==> config.mk <==
export PLATFORM = sky130hd
export DESIGN_NAME = window_sum
export DESIGN_NICKNAME = d
export VERILOG_FILES = /design/src/rtl/window_sum_pkg.sv /design/src/rtl/window_sum_rv_pipe_reg.sv /design/src/rtl/window_sum.sv
export SDC_FILE = /design/constraint.sdc
export NUM_CORES = 1
export LEC_CHECK = 0
export ABC_AREA = 0
export BUFFER_PORTS_ARGS = -buffer_cell sky130_fd_sc_hd__buf_2
export CELL_PAD_IN_SITES_DETAIL_PLACEMENT = 0
export CELL_PAD_IN_SITES_GLOBAL_PLACEMENT = 1
export CORE_ASPECT_RATIO = 0.75
export CORE_MARGIN = 5
export CORE_UTILIZATION = 39
export CTS_CLUSTER_SIZE = 16
export DETAILED_ROUTE_END_ITERATION = 10
export HOLD_SLACK_MARGIN = 0.02
export PLACE_DENSITY = 0.89
export SYNTH_ARGS = -nofsm -noshare
export SYNTH_HDL_FRONTEND = slang
export SYNTH_SLANG_ARGS = --single-unit
==> constraint.sdc <==
create_clock -name clk_i -period 3.8 [get_ports clk_i]
set_input_delay 0.38 -clock clk_i [delete_from_list [all_inputs] [get_ports clk_i]]
set_output_delay 0.38 -clock clk_i [all_outputs]
set_load 0.005 [all_outputs]
==> src/rtl/window_sum_pkg.sv <==
// Shared definitions for the moving-sum block: output width helper and a
// generic {valid, data} handshake record.
package window_pkg;

  localparam int rv_max_width_lp = 64;

  typedef struct packed {
    logic                       valid;
    logic [rv_max_width_lp-1:0] data;
  } rv_word_t;

  // Wide enough to hold delay copies of the largest width-bit sample.
  function automatic int sum_width(input int width, input int delay);
    return width + $clog2(delay + 1);
  endfunction

endpackage

==> src/rtl/window_sum_rv_pipe_reg.sv <==
// Single-entry ready/valid register: accepts whenever empty or draining,
// holds data and valid stable while the consumer stalls.
module rv_pipe_reg #(
  parameter int width_p = 8
) (
  input  logic               clk_i,
  input  logic               reset_i,
  input  logic               valid_i,
  input  logic [width_p-1:0] data_i,
  output logic               ready_o,
  output logic               valid_o,
  output logic [width_p-1:0] data_o,
  input  logic               ready_i
);

  logic               valid_q, valid_d;
  logic [width_p-1:0] data_q, data_d;
  logic               load;

  assign ready_o = ~valid_q | ready_i;
  assign load    = valid_i & ready_o;

  always_comb begin
    valid_d = valid_q;
    data_d  = data_q;
    if (load) begin
      valid_d = 1'b1;
      data_d  = data_i;
    end else if (ready_i) begin
      valid_d = 1'b0;
    end
  end

  always_ff @(posedge clk_i) begin
    if (reset_i) begin
      valid_q <= 1'b0;
      data_q  <= '0;
    end else begin
      valid_q <= valid_d;
      data_q  <= data_d;
    end
  end

  assign valid_o = valid_q;
  assign data_o  = data_q;

endmodule

==> src/rtl/window_sum.sv <==
// Moving sum of the last delay_p samples from a (current, delayed) stream pair.
// One cycle from joined handshake to valid_o; both inputs stall while the output is held.
module window_sum
  import window_pkg::*;
#(
  parameter  int width_p      = 8,
  parameter  int delay_p      = 8,
  localparam int sum_width_lp = sum_width(width_p, delay_p)
) (
  input  logic                    clk_i,
  input  logic                    reset_i,
  input  logic [width_p-1:0]      cur_data_i,
  input  logic                    cur_valid_i,
  output logic                    cur_ready_o,
  input  logic [width_p-1:0]      dly_data_i,
  input  logic                    dly_valid_i,
  output logic                    dly_ready_o,
  output logic                    valid_o,
  input  logic                    ready_i,
  output logic [sum_width_lp-1:0] data_o
);

  localparam int cnt_width_lp = $clog2(delay_p + 1);
  localparam int pad_lp       = sum_width_lp - width_p;

  logic                    slot_free;
  logic                    fire;
  logic                    warm;
  logic [cnt_width_lp-1:0] cnt_q, cnt_d;
  logic [sum_width_lp-1:0] acc_q, acc_d;
  logic [sum_width_lp-1:0] cur_ext, dly_term;

  assign fire        = cur_valid_i & dly_valid_i & slot_free;
  assign cur_ready_o = slot_free & dly_valid_i;
  assign dly_ready_o = slot_free & cur_valid_i;

  // The delay line's first delay_p words are stale RAM, so they subtract nothing.
  assign warm     = (cnt_q == cnt_width_lp'(delay_p));
  assign cur_ext  = {{pad_lp{1'b0}}, cur_data_i};
  assign dly_term = warm ? {{pad_lp{1'b0}}, dly_data_i} : '0;

  always_comb begin
    cnt_d = cnt_q;
    acc_d = acc_q + cur_ext - dly_term;
    if (fire && !warm) begin
      cnt_d = cnt_q + 1'b1;
    end
  end

  always_ff @(posedge clk_i) begin
    if (reset_i) begin
      cnt_q <= '0;
      acc_q <= '0;
    end else if (fire) begin
      cnt_q <= cnt_d;
      acc_q <= acc_d;
    end
  end

  rv_pipe_reg #(
    .width_p (sum_width_lp)
  ) u_out (
    .clk_i   (clk_i),
    .reset_i (reset_i),
    .valid_i (cur_valid_i & dly_valid_i),
    .data_i  (acc_d),
    .ready_o (slot_free),
    .valid_o (valid_o),
    .data_o  (data_o),
    .ready_i (ready_i)
  );

endmodule

**After elaboration in Yosys (flattened, before gate mapping)**

Cells that the tools add are included.

- Add/subtract/negate cells: 3
- Equal/unequal tests: 1
- Mux-type cells: 3
- Bitwise operators: 6
- Reduce and logical (&&, ||, !) cells: 4

Operators with widths:

| kind | number |
|---|---|
| 12-bit by 8-bit adder with 12-bit output | 1 |
| 12-bit by 8-bit subtractor with 12-bit output | 1 |
| 8-bit 2-to-1 mux | 1 |
| 4-bit by 1-bit adder with 4-bit output (second input constant) | 1 |
| 1-bit bitwise AND | 4 |
| 4-bit == test (second input constant) | 1 |
| 1-bit 2-to-1 mux | 2 |
| 2-bit AND reduction | 1 |
| 2-bit nonzero test | 1 |
| 1-bit logical AND | 1 |
| 1-bit zero test | 1 |
| 1-bit NOT | 1 |
| 1-bit bitwise OR | 1 |

- Register bits: 17
- Input port bits: 21
- Output and inout port bits: 15
- Logic and storage cells: 20

**Longest topological paths before layout**

- Depth in word-level cells: 5
- Gate-level depth with buffers: 14

**By module**

A second synthesis with hierarchy kept.

- Cells, all modules: 264
- Area, all modules: 2,184.6 um2

Modules (own cells, without submodules):

| module | instances | cells each | area an instance (um2) | seq. area each (um2) |
|---|---|---|---|---|
| window_sum | 1 | 205 | 1,586.5 | 320.3 |
| rv_pipe_reg | 1 | 59 | 598.1 | 260.2 |

**Worst setup path before layout**

OpenSTA, ideal clock, no wires.

- Path kind: register -> register
- Start point: register cnt_q[0]
- End point: register u_out.data_q[11] (netlist: u_out.data_o[11])
- Arrival time: 3,018 ps
- Required time: 3,679 ps
- Slack: 661 ps
- Stages on the path, launching flop included: 14
- Buffers on the path: 1
- Cells stage by stage: dfxtp_1 inv_1 ha_1 and3b_1 clkbuf_1 and2_1 fa_1 inv_1 ha_1 a211oi_2 o211ai_2 a2111o_1 o311ai_2 mux2_4

- Word-level cells in the longest chain between the ends: 3

Ends and longest elaborated chain:

| item | line | text |
|---|---|---|
| start, declared | window_sum.sv:29 | `logic [cnt_width_lp-1:0] cnt_q, cnt_d;` |
| start signal, assigned | window_sum.sv:55 | `cnt_q <= cnt_d;` |
| 4-bit == test | window_sum.sv:38 | `assign warm = (cnt_q == cnt_width_lp'(delay_p));` |
| 8-bit 2-to-1 mux | window_sum.sv:40 | `assign dly_term = warm ? {{pad_lp{1'b0}}, dly_data_i} : '0;` |
| 12-bit by 8-bit subtractor with 12-bit output | window_sum.sv:44 | `acc_d = acc_q + cur_ext - dly_term;` |
| end signal, assigned | window_sum_rv_pipe_reg.sv:40 | `data_q <= data_d;` |
| end, declared | window_sum_rv_pipe_reg.sv:17 | `logic [width_p-1:0] data_q, data_d;` |

No other way between the ends.
A chain may end at the register's enable or synchronous reset.

**Final worst setup path**

- Start point: register cnt_q[0]
- End point: register u_out.data_q[8] (netlist: u_out.data_o[8])

The elaborated chain is that of the path after synthesis.

==> metrics.md <==
| Metric | Value |
|---|---|
| Share of layout cells above drive strength 1 | 20.18% |
| Final Max Tran Viols | 0 |
| CP startpoint | cnt_q[0] |
| Worst R2R Path Depth | 12 |
| Post-synthesis mux area share | 2.291% |
| Setup crit end | u_out.data_o[8] |
| Largest net degree at the start of global routing | 24 |
| Total core area | 0.003732 sq mm |
| Async SR Flop Fraction | 0% |
| Synth area leader | dfxtp_1 |
| Fin nets | 272 |
| Syn Nets | 236 |
| Fmax | 300.6 MHz |
| Post-route setup TNS | 0 ps |
| Min-Delay Path Class | reg2reg |
| Die area | 0.005286 sq mm |
| Total vias in the final route | 1,349 |
| Diodes inserted | 0 |
| Required time of the critical path | 3960 ps |
| Drt via density | 4.818 |
| Syn Inst Count | 193 |
| Flip-flop and latch area | 340.3 sq um |
| GR Util met3 | 3.792% |
| Most frequent cells in the layout | inv_1, buf_2, dfxtp_1, nand2_1 |
| Synth Area in Simple Gates | 20.21% |
| Sequential element share of the synthesized area | 22.26% |
| Clock transition at path regs | 70 ps |
| PwrDens | 364.2 mW/mm^2 |
| Row cnt | 19 |
| Post-CTS setup buffer count | 0 |
| Total Wirelength | 3323 um |
| Width of the die | 82.30 um |
| Grt met1 use | 18.53% |
| Cts bufs inserted | 3 |
| Clk root buf | clkbuf_8 |
| Post_cts resized | 0 |
| Synth Cell Area | 0.001529 sq mm |
| Die Ht | 64.23 um |
| Vias in the first global route | 1,253 |
| Setup CP Type | reg2reg |
| Setup violators final | 0 |
| Synth top area cells | dfxtp_1, ha_1, fa_1 |
| Synthesis Warnings | 0 |
| First-pass GRT wire length | 5513 um |
| Fin crit share | 87.53% |
| CP Capture Type | flip-flop |
| # DRC | 0 |
| Max Cap Violations | 0 |
| Most common cell after layout, fill and taps aside | inv_1 |
| Final Critical Period | 3326 ps |
| Hold WS | 467.5 ps |
| Area Overhead vs Synth | 17.92% |
| Wire length per cell | 11.87 um |
| Area of the multi-input gates | 0.001027 sq mm |
| EDFF count, synth | 0 |
| Status | complete, no violations |
| Clk sink count | 17 |
| Post-Synth XOR/XNOR Area | 5.155% |
| Adder-Cell Fraction of Synth Area | 21.93% |
| GRT Util Overall | 13.09% |
| Fin. Hold Viols | 0 |
| Synthesis-stage register bit count | 17 |
| Main combinational cell family by area after synthesis | adder cells |
| CTS Hold Bufs | 0 |
| H-tree Lvls | 1 |
| GRT busiest layer | met2 |
| Dominant synthesized flop cell | dfxtp_1 |
| Initial DRC count | 27 |
| Critical R2R Capture | u_out.data_o[8] |
| CTS tree | yes |
| M2 GR Usage | 19.20% |
| Area share of the largest cell type after synthesis | 22.26% |
| Arrival time at the worst endpoint | 3490 ps |
| IO Pins | 36 |
| Leak | 0.0008719 uW |
| Final Wtd Congestion | 0.8135 |
| Clock Path Buffers | 2 |
| Setup crit start kind | flip-flop |
| Initial antenna violation count | 0 |
| Crit path max fanout | 9 |
| Syn Area/Cell | 7.922 sq um |
| # port buffers | 35 |
| Synth Area in Compound Gates | 17.59% |
| Starting Density | 40.97% |
| Final ANT Viol Nets | 0 |
| R2r setup slk | 470 ps |
| Worst-margin pin slew | 540.8 ps |
| Netlist cell types | 42 |
| Grt ovf | 0 |
| Worst IR drop on VDD | 0.1596 mV |
| RSZ-0062 raised after global routing | false |
| R2R Path Start | cnt_q[0] |
| DP HPWL | 2639 um |
| Slew headroom | 63.85% |
| Layout Skew | 0.9836 ps |
| Worst-Skew Late Latency | 250 ps |
| Pre-antenna DRT Iters | 4 |
| FILL cells | 409 |
==> layer usage <==
layer	vias to the layer above	routed length, um
met4	0	19
met3	2	171
li1	705	-
met5	-	0
met1	615	1725
met2	27	1406
==> area by class of cell <==
cell class	instances	area share, %
multi-input combinational	133	56.97
inverter	38	7.911
tap	52	3.609
timing repair buffer	36	10.13
sequential	17	18.88
clock buffer	4	2.498
==> through the flow <==
step                      util, %  cell area [sq um]  instances  worst slack (ps)  total power (uW)
final                       48.31               1803        280             473.8             656.7
after CTS                   48.31               1803        280             464.3             662.4
after global routing        48.31               1803        280             294.7             716.8
after detailed placement    47.10               1758        276             483.3             517.6
after global placement      47.10               1758        276             580.4             517.5
after floorplan                 -               1529        193             660.7             442.9
==> worst max-delay path: stages, from the launching register on <==
cell      delay, ps
dfxtp_1         400
inv_1            60
ha_1            180
and3b_1         270
and2_1          220
fa_1            490
inv_1            70
fa_1            450
a21oi_1         210
o21ai_1         120
a211o_1         330
a2111o_1        360
o311ai_1         70
==> registers in the layout (all words and copies together), names as in the netlist <==
register,flops
u_out.valid_o,1
cnt_q,4
u_out.data_o,12
==> Yosys cell counts (3+ instances only) <==
master	number
a21oi_1	14
and2_1	10
clkbuf_1	4
dfxtp_1	17
fa_1	8
ha_1	14
inv_1	38
nand2_1	16
nor2_1	14
nor3_1	3
o21ai_0	4
or3_1	4
xor2_1	7
==> kinds of logic (layout without fill, tap and decap cells) <==
| group | count (synthesis) | count (layout) |
|---|---|---|
| xor+xnor | 9 | 9 |
| fa+ha+maj | 22 | 22 |
| compound gates | 38 | 38 |
| simple gates | 61 | 61 |
| buf+inv | 43 | 78 |
| flops | 17 | 17 |
| mux | 3 | 3 |
==> how the worst min path moves through the flow <==
stage / startpoint / to / slack, ps / cells after the start
2_1_floorplan: u_out.data_o[3] / u_out.data_o[3] / 460 / 2
3_3_place_gp: u_out.data_o[4] / u_out.data_o[4] / 460 / 2
3_5_place_dp: u_out.data_o[3] / u_out.data_o[3] / 460 / 2
4_1_cts: ready_i / u_out.valid_o / 470 / 3
5_1_grt: ready_i / u_out.valid_o / 500 / 3
6_report: u_out.data_o[3] / u_out.data_o[3] / 470 / 2
==> where the power goes <==
part	internal (uW)	total, uW	switching (uW)
Clock	74.5	141	66.1
Combinational	134	306	171
Sequential	197	210	13.7
No activity file was read; power rests on OpenSTA's default activity.
